[config.mk]
export PLATFORM = sky130hd
export DESIGN_NAME = fifo_sync_flags
export DESIGN_NICKNAME = d
export VERILOG_FILES = /design/src/rtl/fifo_sync_flags.sv
export SDC_FILE = /design/constraint.sdc
export NUM_CORES = 1
export LEC_CHECK = 0
export CAP_MARGIN = 15
export CORE_AREA = 3 3 134 149
export CTS_CLUSTER_SIZE = 25
export DETAILED_ROUTE_END_ITERATION = 8
export DIE_AREA = 0 0 137 152
export GPL_TIMING_DRIVEN = 0
export SLEW_MARGIN = 30
export SYNTH_ARGS = -nofsm -noshare
export SYNTH_HDL_FRONTEND = slang
export SYNTH_SLANG_ARGS = --single-unit
[constraint.sdc]
create_clock -name clk -period 8.36 [get_ports clk]
set_clock_uncertainty 0.2 [all_clocks]
set_input_delay 0.836 -clock clk [delete_from_list [all_inputs] [get_ports clk]]
set_output_delay 0.836 -clock clk [all_outputs]
set_load 0.05 [all_outputs]
[src/rtl/fifo_sync_flags.sv]
// Single-clock FIFO with NORMAL/FWFT read modes, registered count and threshold flags.
// Optional FIFO_SYNC_WATERMARK_EN adds the peak-occupancy output.
module fifo_sync_flags #(
    parameter int    DSIZE    = 8,
    parameter int    ASIZE    = 4,
    parameter string MODE     = "NORMAL",
    parameter int    AF_LEVEL = (1 << ASIZE) - 2,
    parameter int    AE_LEVEL = 1
) (
    input  logic             clk,
    input  logic             rst,
    input  logic             flush,
    input  logic [DSIZE-1:0] din,
    input  logic             wr_en,
    output logic             full,
    output logic             almost_full,
    output logic             overflow,
    output logic [DSIZE-1:0] dout,
    input  logic             rd_en,
    output logic             empty,
    output logic             almost_empty,
    output logic             underflow,
    output logic [ASIZE:0]   count
`ifdef FIFO_SYNC_WATERMARK_EN
    ,
    output logic [ASIZE:0]   peak
`endif
);

    localparam int             DEPTH   = 1 << ASIZE;
    localparam bit             FWFT    = (MODE == "FWFT");
    localparam logic [ASIZE:0] DEPTH_C = (ASIZE + 1)'(DEPTH);
    localparam logic [ASIZE:0] AF_C    = (ASIZE + 1)'(AF_LEVEL);
    localparam logic [ASIZE:0] AE_C    = (ASIZE + 1)'(AE_LEVEL);

    generate
        if (MODE != "NORMAL" && MODE != "FWFT") begin : g_bad_mode
            $error("fifo_sync_flags: MODE must be \"NORMAL\" or \"FWFT\"");
        end
    endgenerate

    logic [DSIZE-1:0] mem [DEPTH];
    logic [ASIZE:0]   wptr;
    logic [ASIZE:0]   rptr;
    logic [ASIZE:0]   rptr_inc;
    logic [ASIZE:0]   cnt_nx;
    logic             wr_acc;
    logic             rd_acc;

    assign wr_acc   = wr_en && !full;
    assign rd_acc   = rd_en && !empty;
    assign rptr_inc = rptr + 1'b1;

    always_comb begin
        cnt_nx = count;
        case ({wr_acc, rd_acc})
            2'b10:   cnt_nx = count + 1'b1;
            2'b01:   cnt_nx = count - 1'b1;
            default: cnt_nx = count;
        endcase
    end

    // Storage is not reset; the write is suppressed while rst or flush is active.
    always_ff @(posedge clk) begin
        if (wr_acc && !flush && !rst)
            mem[wptr[ASIZE-1:0]] <= din;
    end

    always_ff @(posedge clk or posedge rst) begin
        if (rst) begin
            wptr         <= '0;
            rptr         <= '0;
            count        <= '0;
            dout         <= '0;
            empty        <= 1'b1;
            almost_empty <= 1'b1;
            full         <= 1'b0;
            almost_full  <= 1'b0;
            overflow     <= 1'b0;
            underflow    <= 1'b0;
        end else if (flush) begin
            wptr         <= '0;
            rptr         <= '0;
            count        <= '0;
            dout         <= '0;
            empty        <= 1'b1;
            almost_empty <= 1'b1;
            full         <= 1'b0;
            almost_full  <= 1'b0;
            overflow     <= 1'b0;
            underflow    <= 1'b0;
        end else begin
            if (wr_acc)
                wptr <= wptr + 1'b1;
            if (rd_acc)
                rptr <= rptr_inc;
            count        <= cnt_nx;
            full         <= (cnt_nx == DEPTH_C);
            almost_full  <= (cnt_nx >= AF_C);
            almost_empty <= (cnt_nx <= AE_C);
            if (wr_en && full)
                overflow <= 1'b1;
            if (rd_en && empty)
                underflow <= 1'b1;

            // In FWFT the head word stays in memory until popped, so the
            // word on dout still occupies a slot and capacity stays DEPTH.
            if (FWFT) begin
                if (empty) begin
                    if (count != '0) begin
                        dout  <= mem[rptr[ASIZE-1:0]];
                        empty <= 1'b0;
                    end
                end else if (rd_acc) begin
                    if (count > 1)
                        dout <= mem[rptr_inc[ASIZE-1:0]];
                    else
                        empty <= 1'b1;
                end
            end else begin
                empty <= (cnt_nx == '0);
                if (rd_acc)
                    dout <= mem[rptr[ASIZE-1:0]];
            end
        end
    end

`ifdef FIFO_SYNC_WATERMARK_EN
    always_ff @(posedge clk or posedge rst) begin
        if (rst)
            peak <= '0;
        else if (flush)
            peak <= '0;
        else if (cnt_nx > peak)
            peak <= cnt_nx;
    end
`endif

endmodule

==> metrics <==
outcome=finished clean; # DRC=0; Num CTS Buffers=17; H-tree depth=4; CTS Sinks=155; initial antenna violation count=0; Slew HR=0.468; endpoints failing hold=0; die width=137 um; maximum capacitance violations=0; CTS clock-pin slew for the worst setup and hold paths=60 ps; Via density=4.94; nets@finish=420; Tmin final=3440 ps; final setup TNS=0 ps; final setup margin=4920 ps; cells on worst reg2reg path=10; commonest cells in the netlist=edfxtp_1 (128), nand2_1 (30), mux4_1 (28), nor2_1 (28), dfrtp_1 (25); pin count of the biggest net entering global routing=28; Mapped Nets=371; register area=4520 um^2; Placed Cells=624; clock buffer depth=2; Non-Filler Instances=656; first-pass GRT wire length=20000 um; warnings from Yosys=0; final core occ=0.417; Mapped Area=6420 um^2; post-CTS sizing=0; pwr/cell area=250 nW/um^2; Leak Pwr=2.60 nW; IO Count=32; via count=3241; die area=20800 um^2; Slew @ Worst Pin=795 ps; RSZ-0062 raised after global routing=false; share of layout cells above drive strength 1=0.165; crit path launch type=primary input; Hold Crit Depth=2; Crit. End Element=flop; Placement Setup Slack=4490 ps; dominant cells by area after synthesis=edfxtp_1 (60%), mux4_1 (11%), dfrtp_1 (9.7%); f_max=291 MHz; Die Height=152 um; detailed placement HPWL=8830 um; CP max FO=10; 1st-pass router iterations=4; final WL=13100 um; #FFs+latches synth=155; CP required=8460 ps; IO buf count=30; Placeable Area=18500 um^2; final setup vio count=0; post-synthesis sequential area ratio=0.704; First DRT Iteration DRCs=206; # diodes=0; count of flip-flops with a built-in enable after synthesis=128; initial core utilization=0.348; max-slew violation total from the final report=0; Synth top area share=0.598; Post-Syn Area per Cell=18.3 um^2; GRT Overall Usage=0.132; Min Hold Slack=299 ps; Post-CTS Setup Repair Bufs=0; crit path DAT=3540 ps; drt wl/cell=20.0 um; Peak VDD IR=153 uV; Filler Cell Count=1657; multi-input logic area=1760 um^2; Cell variety after synth=42; design area=7700 um^2; Site Rows=52; Final Total Pwr=1.93 mW; count leader, synth=edfxtp_1; grt ovf=0; Hold-fix buffers, CTS=0; dpl cell area=7050 um^2; Hold Crit Class=flop to flop; Syn Inst Count=351; Root Driver=clkbuf_16; critical path type=primary input to flop; Synth Flop Type=edfxtp_1; Tcrit/Tclk final=0.411; CTS tree=yes; Layout area overhead=19.8%; clk_lat worst skew=420 ps; number of global-route vias before repair=3315; Post-synth ARST share=0.174; post-synth top area cell=edfxtp_1; Final ANT Viol Nets=0; routability cong.=0.734
[state kept, by name (all words and copies together) (netlist names)]
register      cells
empty             1
rptr              4
mem             128
count             5
almost_full       1
overflow          1
almost_empty      1
dout              8
full              1
underflow         1
wptr              4
[layout by cell type, fill, tap and decap left out, drive strengths merged, types with 3 or more instances in the layout]
cell type / netlist / final
inv: 9 / 11
ha: 7 / 7
bufinv: 0 / 5
nand2: 30 / 30
o21ai: 3 / 3
nor2b: 3 / 3
mux4: 40 / 40
clkdlybuf4s50: 0 / 30
buf: 10 / 10
edfxtp: 128 / 128
nor3: 6 / 6
clkinv: 0 / 7
dfrtp: 25 / 25
xnor2: 5 / 5
a21oi: 16 / 16
clkbuf: 10 / 27
nand2b: 3 / 3
xor2: 6 / 6
nor2: 29 / 29
[report_power, final]
group / internal (mW) / switching (mW) / total (mW)
clock: 0.530 / 0.307 / 0.837
combinational: 0.0941 / 0.133 / 0.227
sequential: 0.853 / 0.00957 / 0.863
[cell type report]
class / count / area share
buffer: 20 / 0.0164
clock buffer: 17 / 0.0553
clock inverter: 15 / 0.0288
inverter: 9 / 0.00439
multi-input combinational: 167 / 0.229
sequential: 155 / 0.588
tap: 243 / 0.0395
timing repair buffer: 30 / 0.0390
[critical path, cell delays in order]
cell             delay, ps
clkdlybuf4s50_1        500
nand2b_2               100
buf_6                  150
inv_2                  100
buf_2                  220
ha_1                   320
a21oi_1                130
xor2_1                 180
or3_1                  320
a21oi_1                300
nor4bb_1               370
[cells by family after synthesis]
| kind of cell | count (synthesis) | synth area share |
|---|---|---|
| flip-flops | 155 | 0.704 |
| XOR/XNOR | 11 | 0.0150 |
| multiplexers | 42 | 0.160 |
| adder cells (fa/ha/maj) | 7 | 0.0136 |
| AND/OR/NAND/NOR | 79 | 0.0569 |
| AO/OA/AOI/OAI | 28 | 0.0261 |
| buffers and inverters | 29 | 0.0249 |
[final timing paths]
check,start,endpoint,slack [ps]
worst min register to register,overflow,overflow,300
worst max-delay path,rd_en,full,4920
worst min-delay path,overflow,overflow,300
min in group asynchronous,rst,count[4],650
max in group asynchronous,rst,almost_empty,6930
worst max register to register,empty,full,5310
[metal layers]
layer	GRT usage	share of wire	vias up
met3	0.0387	0.042	16
li1	-	-	1483
met5	0	0	-
met1	0.173	0.44	1672
met2	0.215	0.51	70
met4	0.0356	0.010	0
Note: power is estimated with default switching activity, not from simulation.
